File: src/rtl/led_scan_decoder.sv
// Receive side of a multiplexed 7-segment scan: waits for each digit to settle,
// decodes the segment pattern to a nibble and reassembles a 16-bit frame.
module led_scan_decoder #(
    parameter int SETTLE_CYCLES = 2,
    parameter bit SEG_ACT_LOW   = 1'b0
) (
    input  logic        clk,
    input  logic        rst,
    input  logic [1:0]  led_com,
    input  logic [7:0]  led_data,
    output logic [15:0] num_out,
    output logic        num_valid,
    output logic        num_chg,
    output logic        seg_err,
    output logic [1:0]  err_digit
);

    localparam int CW = (SETTLE_CYCLES < 2) ? 1 : $clog2(SETTLE_CYCLES + 1);

    typedef enum logic [1:0] {
        ST_WAIT,
        ST_SETTLE,
        ST_SAMPLE,
        ST_HOLD
    } state_t;

    state_t        state_q, state_d;
    logic [1:0]    com_q, com_d, com_prev_q, com_prev_d;
    logic [7:0]    data_q, data_d, data_prev_q, data_prev_d;
    logic [CW-1:0] cnt_q, cnt_d;
    logic [3:0]    seen_q, seen_d;
    logic [15:0]   shadow_q, shadow_d;
    logic [15:0]   num_out_q, num_out_d;
    logic          num_valid_q, num_valid_d;
    logic          num_chg_q, num_chg_d;
    logic          seg_err_q, seg_err_d;
    logic [1:0]    err_digit_q, err_digit_d;

    logic          change;
    logic [6:0]    seg_act;
    logic [4:0]    dec;
    logic [15:0]   shadow_n;
    logic [3:0]    seen_n;

    // Returns {code_ok, nibble}; dp is not part of the pattern.
    function automatic logic [4:0] decode(input logic [6:0] seg);
        logic [4:0] r;
        case (seg)
            7'h3F:   r = {1'b1, 4'h0};
            7'h06:   r = {1'b1, 4'h1};
            7'h5B:   r = {1'b1, 4'h2};
            7'h4F:   r = {1'b1, 4'h3};
            7'h66:   r = {1'b1, 4'h4};
            7'h6D:   r = {1'b1, 4'h5};
            7'h7D:   r = {1'b1, 4'h6};
            7'h07:   r = {1'b1, 4'h7};
            7'h7F:   r = {1'b1, 4'h8};
            7'h6F:   r = {1'b1, 4'h9};
            7'h77:   r = {1'b1, 4'hA};
            7'h7C:   r = {1'b1, 4'hB};
            7'h39:   r = {1'b1, 4'hC};
            7'h5E:   r = {1'b1, 4'hD};
            7'h79:   r = {1'b1, 4'hE};
            7'h71:   r = {1'b1, 4'hF};
            default: r = 5'b0_0000;
        endcase
        return r;
    endfunction

    always_comb begin
        com_d       = led_com;
        data_d      = led_data;
        com_prev_d  = com_q;
        data_prev_d = data_q;
        state_d     = state_q;
        cnt_d       = cnt_q;
        seen_d      = seen_q;
        shadow_d    = shadow_q;
        num_out_d   = num_out_q;
        num_valid_d = 1'b0;
        num_chg_d   = 1'b0;
        seg_err_d   = 1'b0;
        err_digit_d = err_digit_q;

        change  = {com_q, data_q} != {com_prev_q, data_prev_q};
        seg_act = SEG_ACT_LOW ? ~data_q[6:0] : data_q[6:0];
        dec     = decode(seg_act);

        shadow_n = shadow_q;
        shadow_n[{com_q, 2'b00} +: 4] = dec[3:0];
        seen_n = seen_q;
        seen_n[com_q] = 1'b1;

        case (state_q)
            ST_WAIT: begin
                if (change) begin
                    state_d = ST_SETTLE;
                    cnt_d   = CW'(1);
                end
            end
            ST_SETTLE: begin
                if (change) begin
                    cnt_d = CW'(1);
                end else if (cnt_q == CW'(SETTLE_CYCLES)) begin
                    state_d = ST_SAMPLE;
                end else begin
                    cnt_d = cnt_q + CW'(1);
                end
            end
            ST_SAMPLE: begin
                // A change landing on the sample cycle is a transient: re-settle instead.
                if (change) begin
                    state_d = ST_SETTLE;
                    cnt_d   = CW'(1);
                end else begin
                    state_d = ST_HOLD;
                    if (dec[4]) begin
                        shadow_d = shadow_n;
                        if (seen_n == 4'hF) begin
                            num_out_d   = shadow_n;
                            num_valid_d = 1'b1;
                            num_chg_d   = shadow_n != num_out_q;
                            seen_d      = 4'h0;
                        end else begin
                            seen_d = seen_n;
                        end
                    end else begin
                        seg_err_d   = 1'b1;
                        err_digit_d = com_q;
                        seen_d      = 4'h0;
                    end
                end
            end
            ST_HOLD: begin
                if (change) begin
                    state_d = ST_SETTLE;
                    cnt_d   = CW'(1);
                end
            end
            default: state_d = ST_WAIT;
        endcase
    end

    always_ff @(posedge clk or posedge rst) begin
        if (rst) begin
            state_q     <= ST_WAIT;
            com_q       <= 2'd0;
            data_q      <= 8'd0;
            com_prev_q  <= 2'd0;
            data_prev_q <= 8'd0;
            cnt_q       <= '0;
            seen_q      <= 4'h0;
            shadow_q    <= 16'h0;
            num_out_q   <= 16'h0;
            num_valid_q <= 1'b0;
            num_chg_q   <= 1'b0;
            seg_err_q   <= 1'b0;
            err_digit_q <= 2'd0;
        end else begin
            state_q     <= state_d;
            com_q       <= com_d;
            data_q      <= data_d;
            com_prev_q  <= com_prev_d;
            data_prev_q <= data_prev_d;
            cnt_q       <= cnt_d;
            seen_q      <= seen_d;
            shadow_q    <= shadow_d;
            num_out_q   <= num_out_d;
            num_valid_q <= num_valid_d;
            num_chg_q   <= num_chg_d;
            seg_err_q   <= seg_err_d;
            err_digit_q <= err_digit_d;
        end
    end

    assign num_out   = num_out_q;
    assign num_valid = num_valid_q;
    assign num_chg   = num_chg_q;
    assign seg_err   = seg_err_q;
    assign err_digit = err_digit_q;

endmodule

File: config.mk
export PLATFORM = sky130hd
export DESIGN_NAME = led_scan_decoder
export DESIGN_NICKNAME = d
export VERILOG_FILES = /design/src/rtl/led_scan_decoder.sv
export SDC_FILE = /design/constraint.sdc
export NUM_CORES = 1
export LEC_CHECK = 0
export ABC_AREA = 1
export CAP_MARGIN = 40
export CORE_UTILIZATION = 52
export CTS_CLUSTER_SIZE = 28
export DETAILED_ROUTE_END_ITERATION = 7
export GPL_TIMING_DRIVEN = 0
export HOLD_SLACK_MARGIN = 0.12
export PLACE_DENSITY_LB_ADDON = 0.2
export SLEW_MARGIN = 20
export SYNTH_ARGS = -nofsm -noshare
export SYNTH_HDL_FRONTEND = slang
export SYNTH_SLANG_ARGS = --single-unit
File: constraint.sdc
create_clock -name clk -period 2.3 [get_ports clk]
set_input_delay 0.69 -clock clk [delete_from_list [all_inputs] [get_ports clk]]
set_output_delay 0.69 -clock clk [all_outputs]
set_load 0.02 [all_outputs]
# After elaboration in Yosys (flattened, before gate mapping)
# Cells that the tools add are included.
totals:
  output_inout_bits: 21
  in_bits: 12
  regBits: 65
  elab_cells: 85
op_classes:
  bitwise_logic: 3
  reduce_logical: 10
  n_eq_ne: 28
  muxes: 25
  shifts: 2
  add_sub_neg: 2
  order_cmp: 2
ops:
  columns: ["operator", "count"]
  rows:
  - ["7-bit == test, second input constant", 12]
  - ["5-bit one-hot mux with 16 select lines", 1]
  - ["16-bit bitwise mux", 1]
  - ["16-bit != test", 1]
  - ["4-bit by 6-bit variable shift with 16-bit output, first input constant", 1]
  - ["4-bit by 6-bit variable part select with 16-bit output", 1]
  - ["7-bit by 3-bit == test with 1-bit output, second input constant", 2]
  - ["7-bit by 6-bit == test with 1-bit output, second input constant", 2]
  - ["1-bit 2-to-1 mux", 12]
  - ["2-bit 2-to-1 mux", 6]
  - ["10-bit != test", 1]
  - ["3-bit AND reduction", 3]
  - ["4-bit 2-to-1 mux", 2]
  - ["2-bit == test, second input constant", 3]
  - ["4-bit negation with 6-bit output", 1]
  - ["2-bit one-hot mux with 3 select lines", 1]
  - ["4-bit == test, second input constant", 1]
  - ["2-bit by 1-bit != test with 1-bit output, second input constant", 2]
  - ["2-bit != test, second input constant", 2]
  - ["4-bit OR", 1]
  - ["2-bit one-hot mux with 2 select lines", 1]
  - ["2-bit AND reduction", 2]
  - ["4-bit AND reduction", 1]
  - ["2-bit by 3-bit < comparator with 1-bit output, second input constant", 1]
  - ["10 further kinds", 11]

# Logic depth before layout (Yosys ltp)
# Gate-level depths: netlist (run 1).
logic_depth:
  depth_word: 10
  mapped_depth: 16
  depth_no_buf: 16

# Worst setup path before layout (run 1)
# No wires, ideal clock.
synth_path:
  kind: "register -> register"
  from: "reg com_q[0], in the netlist com_prev_d[0]"
  to: "reg num_chg_q, in the netlist num_chg"
  setup_ns: 0.119
  path_slack_ns: 0.059
  period_less_slack_ns: 2.241
  stages_incl_launch_ff: 14
  required_time_ns: 2.181
  path_buffers: 1
  arrival_ns: 2.123
  path_cell_list: "dfrtp_1 > buf_2 > inv_1 > ha_1 > nor4_1 > nand2_1 > nand2_1 > nand2_1 > nand2_1 > nand2_1 > nor2_1 > nand3_1 > nor2_1 > nor2_1"
synth_between:
  elab_chain_len: 10
  elab_cells_between_ends: 17
  classes_between: "add/sub (1); order compare (2); eq/ne (3); shift (2); mux (7); bitwise (1); reduce/logical (1)"
synth_lines:
  columns: ["element", "line", "rtl"]
  rows:
  - ["from (decl)", "28", "logic [1:0] com_q, com_d, com_prev_q, com_prev_d;"]
  - ["from (signal assigned)", "161", "com_q <= com_d;"]
  - ["branches (longest 8 deep; another with 4-bit negation with 6-bit output)", null, null]
  - ["1-bit 2-to-1 mux (*)", "112", "if (change) begin"]
  - ["1-bit 2-to-1 mux (*)", "94", "case (state_q)"]
  - ["net num_chg_d", "35", "logic num_chg_q, num_chg_d;"]
  - ["to (signal assigned)", "170", "num_chg_q <= num_chg_d;"]
  - ["to (decl)", "35", null]
# Mark *: on every way through the listed nets, which the timed path passes.
# A chain may end at the register's enable or synchronous reset.

# Final worst setup path (run 1)
layout_path:
  from: "reg com_q[0], in the netlist com_prev_d[0]"
  to: "reg num_out_q[7], in the netlist num_out[7]"
layout_between:
  elab_chain_len: 7
  elab_cells_between_ends: 14
  classes_between: "add/sub (1); order compare (2); eq/ne (2); shift (2); mux (3); bitwise (2); reduce/logical (2)"
layout_lines:
  columns: ["element", "line", "rtl"]
  rows:
  - ["2-bit by 3-bit < comparator with 1-bit output (not written as such) / 2-bit by 1-bit greater-or-equal comparator with 1-bit output (equally long branches)", "92", "seen_n[com_q] = 1'b1;"]
  - ["1-bit logical AND (not written as such)", "92", null]
  - ["1-bit 2-to-1 mux (not written as such)", "92", null]
  - ["1-bit demux with 2-bit select", "92", null]
  - ["4-bit OR (no source line)", null, null]
  - ["4-bit == test", "119", "if (seen_n == 4'hF) begin"]
  - ["4-bit AND reduction (no source line)", null, null]
  - ["to (signal assigned)", "168", "num_out_q <= num_out_d;"]
  - ["to (decl)", "33", "logic [15:0] num_out_q, num_out_d;"]
# Several ways; a longest one is shown, not always the timed one.

==> impl_metrics.py, run 1 <==
metrics = {
    "placed_design": {
        "gp_congestion": 0.837,
        "detailed_place_hpwl_um": 5200,
        "dpl_cell_area_sq_um": 3960,
        "port_buffers": 32,
    },
    "critical_path": {
        "criticalPathCategory": "flop to flop",
        "setup.worst_path.start_class": "flop",
        "cpPeakStageDelay_ps": 460,
        "endpoint_kind": "flop",
        "worstPathRequired_ps": 2540,
        "cp_data_arrival_time_ps": 2440,
        "cpMaxStageDelayCell": "sky130_fd_sc_hd__dfrtp_2",
        "critPathMaxFanout": 10,
        "crit_chain": "buf_8 > clkinvlp_4 > ha_1 > nor2_1 > nor4_2 > clkdlybuf4s15_2 > nand2_4 > buf_6 > nand2_1 > o21ai_2",
    },
    "power_and_ir_drop": {
        "netSwitchingPower_mw": 0.642,
        "total_power_mw": 2.50,
        "vdd_drop_max_v": 0.000428,
        "cellInternalPower_mw": 1.86,
        "p_leak_nw": 2.07,
        "power_frac_seq": 0.487,
        "power.density_cell_area_nw_per_um2": 585,
        "clockPowerShare": 0.393,
        "pwr-share-comb": 0.119,
        "power_switching_share": 0.256,
    },
    "global_routing": {
        "grt_start_max_net_pins": 25,
        "antenna_violations_before_repair": 0,
        "first_global_vias": 2859,
        "gr-usage-all-layers": 0.233,
        "grt.overflow.total": 0,
        "first_pass_grt_wire_length_um": 12900,
    },
    "detailed_routing": {
        "via_per_inst": 5.13,
        "drt-met1-wl_um": 3550,
        "remaining_drc_errors": 0,
        "post_dr_wirelength_cell_um": 13.1,
        "routed.top_layer": "met4",
        "initialDrtViolationCount": 183,
        "wl_met2_um": 3460,
        "first_pass_iters": 4,
        "route.met3.wl_um": 323,
        "route.antenna.remaining_nets": 0,
        "vias": 2917,
        "postRouteWirelength_um": 7440,
    },
    "timing": {
        "final.setup.tns_ps": 0,
        "finalHoldViolCount": 0,
        "fmaxAchievable_mhz": 455,
        "final_min_period_over_clock_period": 0.956,
        "final_max_slew_viol_count": 0,
        "whs_ps": 398,
        "timing.slew.headroom": 0.677,
        "final.setup_skew_ps": 13.5,
        "min_period_ps": 2200,
        "final_setup_violating_endpoints": 0,
        "worst-slew-pin-transition_ps": 483,
    },
    "clock_network": {
        "max-clock-path-buffers": 2,
        "clock_tree.root_cell": "sky130_fd_sc_hd__clkbuf_8",
        "clock_tree_sinks": 65,
        "worstSkewPairLatency_ps": 350,
        "clkSlewWorstSetupHoldPaths_ps": 70,
        "cts_hold_fix_bufs": 0,
        "htree_num_levels": 3,
        "cts_tree": "done",
        "cts_inserted_buffers": 9,
    },
    "floorplanning": {
        "die_h_um": 83.8,
        "design.core.area_sq_um": 6390,
        "die_w_um": 83.8,
        "fp-row-count": 29,
        "floorplan.die_area_sq_um": 7010,
        "initial_core_utilization": 0.544,
        "io-pin-count": 33,
    },
    "synthesis": {
        "yosys_warnings": 0,
        "number_of_enable_flip_flop_cells_after_synthesis": 0,
        "ys_seq_elements": 65,
        "synthesized_netlist_net_count": 458,
        "syn_area_per_cell_sq_um": 7.97,
        "postSynth.asyncResetShare": 1.00,
        "synth_ff_type": "sky130_fd_sc_hd__dfrtp_1",
        "synth_seq_area_share": 0.468,
        "postSynthCellCount": 436,
        "synth.cell_area_sq_um": 3480,
        "synth.distinct_cells": 31,
    },
    "layout": {
        "insertedDiodeCount": 0,
        "top_library_cells_by_usage_in_the_layout_fill_and_taps_aside": "sky130_fd_sc_hd__nand2_1 (156), sky130_fd_sc_hd__dfrtp_1 (60), sky130_fd_sc_hd__inv_1 (49)",
        "layout.cell_area.non_filler_sq_um": 4280,
        "post-route-util": 0.670,
        "mostFrequentLayoutCell": "sky130_fd_sc_hd__nand2_1",
        "num-nets-final": 510,
        "area_growth_pct": 23.1,
        "drive_above_1_share": 0.165,
    },
    "flow_run": {
        "drv_cap": 0,
    },
    "run_status": {
        "run_status": "finished clean",
    },
    "hold_path": {
        "holdCritPathClass": "flop to flop",
    },
}
## cells by family after synthesis
logic type,synth area share
xor gates and xnor gates,0.0126
buffers and inverters,0.0814
AOI/OAI and AO/OA,0.0918
DFF,0.468
and+or+nand+nor,0.310
adders and majority gates,0.0360
## stage by stage
step / setup WS (ps) / instances
finish: 100 / 569
global route: -55.4 / 569
CTS: -69.4 / 563
detailed placement: -359 / 548
global placement: -342 / 545
floorplan: 58.5 / 436
## cell type report
class / instances / area (sq um)
clock inverters: 2 / 37.5
plain buffers: 8 / 90.1
multi-input cells: 308 / 1630
fillers: 536 / 2110
well taps: 77 / 96.3
repair buffers: 41 / 424
inverters: 55 / 214
clock buffers: 13 / 159
flip-flops and latches: 65 / 1630
## power groups by stage
stage	registers (mW)	clock network [mW]	logic (mW)
floorplan	1.23	0	0.200
detailed placement	1.24	0	0.279
finish	1.22	0.985	0.299
global placement	1.24	0	0.258
CTS	1.22	1.00	0.286
global route	1.23	1.06	0.341
## metal layers
| metal | up-vias | global-route usage |
|---|---|---|
| met1 | 1365 | 0.312 |
| met3 | 9 | 0.0554 |
| met4 | 0 | 0.0832 |
| met5 | - | 0 |
| met2 | 59 | 0.373 |
| li1 | 1484 | - |
## synth_stat cells, types with 4 or more instances
library cell               count  share of area
sky130_fd_sc_hd__buf_6         6          0.019
sky130_fd_sc_hd__dfrtp_1      65           0.47
sky130_fd_sc_hd__ha_1         10          0.036
sky130_fd_sc_hd__inv_1        53          0.057
sky130_fd_sc_hd__nand2_1     157           0.17
sky130_fd_sc_hd__nand3_1      22          0.032
sky130_fd_sc_hd__nand3b_1      7          0.015
sky130_fd_sc_hd__nand4_1       9          0.016
sky130_fd_sc_hd__nor2_1       38          0.041
sky130_fd_sc_hd__nor3_1        4         0.0058
sky130_fd_sc_hd__o21ai_1      10          0.014
sky130_fd_sc_hd__o21ai_2      22          0.055
sky130_fd_sc_hd__o31ai_1       4         0.0086
## state kept, by name, summed over array words and instances (netlist names)
| register | count |
|---|---|
| cnt_q | 2 |
| com_prev_d | 2 |
| com_prev_q | 2 |
| data_prev_d | 8 |
| data_prev_q | 8 |
| err_digit | 2 |
| num_chg | 1 |
| num_out | 16 |
| num_valid | 1 |
| seen_q | 4 |
| seg_err | 1 |
| shadow_q | 16 |
| state_q | 2 |
## critical path: cells and delay by family, from the launching register on
| kind | cells | cell delay (ps) |
|---|---|---|
| compound gates | 1 | 50 |
| flops | 1 | 460 |
| simple gates | 4 | 660 |
| buf+inv | 4 | 730 |
| fa+ha+maj | 1 | 200 |
## worst paths after layout
path | start | end | slack, ps | cells after the start
worst min-delay path | data_prev_d[7] | data_prev_q[7] | 400 | 0
max in group asynchronous | rst | num_out[11] | 940 | 4
min in group asynchronous | rst | data_prev_d[0] | 710 | 2
worst max register to register | com_prev_d[0] | num_out[7] | 100 | 10
worst max-delay path | com_prev_d[0] | num_out[7] | 100 | 10
worst min register to register | data_prev_d[7] | data_prev_q[7] | 400 | 0
## timing repair
| item | 4_1_cts | 5_1_grt |
|---|---|---|
| pin swaps | 0 | 9 |
| gates resized for setup | 6 | 19 |
| buffers inserted | 0 | 6 |
| setup endpoints to repair | 17 | 23 |
No activity file was read; power rests on OpenSTA's default activity.
==> run 2, diff against run 1 <==
--- a/config.mk
+++ b/config.mk
@@ -7,6 +7,7 @@
 export LEC_CHECK = 0
 export ABC_AREA = 1
 export CAP_MARGIN = 40
+export CORE_MARGIN = 4
 export CORE_UTILIZATION = 52
 export CTS_CLUSTER_SIZE = 28
 export DETAILED_ROUTE_END_ITERATION = 7
==> run 2 against run 1 <==
  * Routed wire length barely moved
  * Count of clock-buffer cells in the layout did not move
  * First-iteration DRC count rose by 1.1%
  * Clock power fell by 3.6%
  * Sequential share of layout area rose by 0.17 points
  * Via count rose by 0.55%
  * Sequential power barely moved
  * Final area fell by 0.53%
  * Register-to-register slack got worse by 30 ps
  * Highest routed layer unchanged
==> impl_metrics.py, run 2 (synthesis gave the netlist of run 1 again) <==
metrics = {
    "power_and_ir_drop": {
        "power.density_cell_area_nw_per_um2": 581,
        "pwr-share-comb": 0.123,
        "power_switching_share": 0.257,
        "p_leak_nw": 2.07,
        "netSwitchingPower_mw": 0.636,
        "total_power_mw": 2.47,
        "power_frac_seq": 0.493,
        "clockPowerShare": 0.384,
        "cellInternalPower_mw": 1.84,
        "vdd_drop_max_v": 0.000397,
    },
    "critical_path": {
        "critPathMaxFanout": 10,
        "regToRegEndpoint": "num_out[7]",
        "regToRegStartpoint": "com_prev_d[0]",
        "worstRegToRegCells": 12,
        "setup.worst_path.start_class": "flop",
        "endpoint_kind": "flop",
        "worstPathRequired_ps": 2580,
        "setup.reg_to_reg.worst_slack_ps": 70,
        "criticalPathCategory": "flop to flop",
        "cp_data_arrival_time_ps": 2510,
    },
    "flow_run": {
        "drv_cap": 0,
    },
    "layout": {
        "multi_input_area_sq_um": 1610,
        "area_growth_pct": 22.5,
        "layout.cell_area.non_filler_sq_um": 4260,
        "insertedDiodeCount": 0,
        "drive_above_1_share": 0.154,
        "post-route-util": 0.663,
        "num-nets-final": 510,
        "ff_latch_area_sq_um": 1630,
        "nFillCells": 514,
        "top_library_cells_by_usage_in_the_layout_fill_and_taps_aside": "sky130_fd_sc_hd__nand2_1 (157), sky130_fd_sc_hd__dfrtp_1 (61), sky130_fd_sc_hd__inv_1 (49)",
        "mostFrequentLayoutCell": "sky130_fd_sc_hd__nand2_1",
        "layoutNonFillerInstCount": 570,
    },
    "timing": {
        "final_min_period_over_clock_period": 0.970,
        "final.setup_skew_ps": 9.06,
        "fmaxAchievable_mhz": 448,
        "timing.slew.headroom": 0.685,
        "fin_ws_ps": 68.9,
        "grt_setup_unrepaired": "true",
        "final_max_slew_viol_count": 0,
        "min_period_ps": 2230,
        "worst-slew-pin-transition_ps": 471,
        "finalHoldViolCount": 0,
        "final_setup_violating_endpoints": 0,
    },
    "detailed_routing": {
        "route.antenna.remaining_nets": 0,
        "vias": 2933,
        "initialDrtViolationCount": 185,
        "postRouteWirelength_um": 7430,
        "via_per_inst": 5.15,
        "remaining_drc_errors": 0,
        "first_pass_iters": 4,
        "post_dr_wirelength_cell_um": 13.0,
    },
    "hold_path": {
        "holdCritPathClass": "flop to flop",
        "timing.hold.worst.start": "data_prev_d[7]",
        "hold_path_end": "data_prev_q[7]",
        "hold_path_depth": 0,
    },
    "floorplanning": {
        "floorplan.die_area_sq_um": 8060,
        "io-pin-count": 33,
        "initial_core_utilization": 0.541,
        "fp-row-count": 29,
        "die_h_um": 89.8,
        "design.core.area_sq_um": 6420,
        "die_w_um": 89.8,
    },
    "placed_design": {
        "dpl_cell_area_sq_um": 3960,
        "setup_ws_pre_cts_ps": -411,
        "detailed_place_hpwl_um": 5390,
        "port_buffers": 32,
        "place.detailed.instances": 548,
        "gp_congestion": 0.892,
    },
    "clock_network": {
        "clock_tree_sinks": 65,
        "clock_tree.root_cell": "sky130_fd_sc_hd__clkbuf_8",
        "cts_tree": "done",
        "cts_hold_fix_bufs": 0,
        "worstSkewPairLatency_ps": 350,
        "cts_inserted_buffers": 9,
        "htree_num_levels": 3,
        "clkSlewWorstSetupHoldPaths_ps": 70,
        "max-clock-path-buffers": 2,
    },
    "run_status": {
        "run_status": "finished clean",
    },
    "global_routing": {
        "grt_start_max_net_pins": 26,
        "first_global_vias": 2874,
        "grt.overflow.total": 0,
        "antenna_violations_before_repair": 0,
        "first_pass_grt_wire_length_um": 12700,
        "gr-usage-all-layers": 0.195,
    },
}
## run 2: changes by cell type in the layout (fill, tap and decap cells not counted), sizes merged
cell	before	now
clkinv	0	2
buf	15	16
clkbuf	14	13
clkinvlp	3	2
## run 2: final cells by class
class | instances | area share
sequential | 65 | 0.383
buffer | 8 | 0.0206
clock buffer | 13 | 0.0350
multi-input combinational | 308 | 0.379
timing repair buffer | 41 | 0.0996
clock inverter | 3 | 0.00941
tap | 77 | 0.0226
inverter | 55 | 0.0503
## run 2: power by group through the flow
stage / sequential [mW] / combinational (mW) / clock, mW
2_1_floorplan: 1.23 / 0.200 / 0
3_3_place_gp: 1.24 / 0.254 / 0
3_5_place_dp: 1.24 / 0.280 / 0
4_1_cts: 1.22 / 0.293 / 0.976
5_1_grt: 1.22 / 0.342 / 1.02
6_report: 1.22 / 0.303 / 0.950
## run 2: metal layers
layer	GRT usage	wire length (um)	up-vias	part of all wire
met3	0.0451	444	16	0.060
met2	0.311	3390	73	0.46
met4	0.0945	169	0	0.023
met1	0.251	3430	1359	0.46
li1	-	-	1485	-
met5	0	0	-	0
## run 2: what timing repair did
item	4_1_cts	5_1_grt
resized for setup	9	9
setup endpoints to repair	21	27
buffers inserted	2	4
pin swaps	1	6
## run 2: worst max-delay path, cell delays in order, from the launching register on
cell and delay, ps:
sky130_fd_sc_hd__dfrtp_2 420, sky130_fd_sc_hd__buf_8 120, sky130_fd_sc_hd__clkinvlp_4 120, sky130_fd_sc_hd__buf_4 150
sky130_fd_sc_hd__buf_4 130, sky130_fd_sc_hd__ha_1 180, sky130_fd_sc_hd__nor2_1 250, sky130_fd_sc_hd__nor4_4 70
sky130_fd_sc_hd__clkdlybuf4s15_2 250, sky130_fd_sc_hd__nand2_4 140, sky130_fd_sc_hd__buf_6 190, sky130_fd_sc_hd__nand2_1 80
sky130_fd_sc_hd__o21ai_2 50
## run 2: per-stage QoR
| stage | hold WS, ps | setup TNS [ps] |
|---|---|---|
| global route | 428 | -237 |
| CTS | 410 | 0 |
| finish | 404 | 0 |
| detailed placement | 396 | -1620 |
| floorplan | 373 | 0 |
| global placement | 390 | -4780 |
## run 2: worst max path at each step
stage	startpoint	endpoint	cells past startpoint
floorplan	com_prev_d[0]	num_chg	13
global placement	com_prev_d[0]	num_chg	13
detailed placement	com_prev_d[0]	num_chg	13
CTS	com_prev_d[0]	num_chg	13
global route	com_prev_d[0]	num_chg	13
finish	com_prev_d[0]	num_out[7]	12
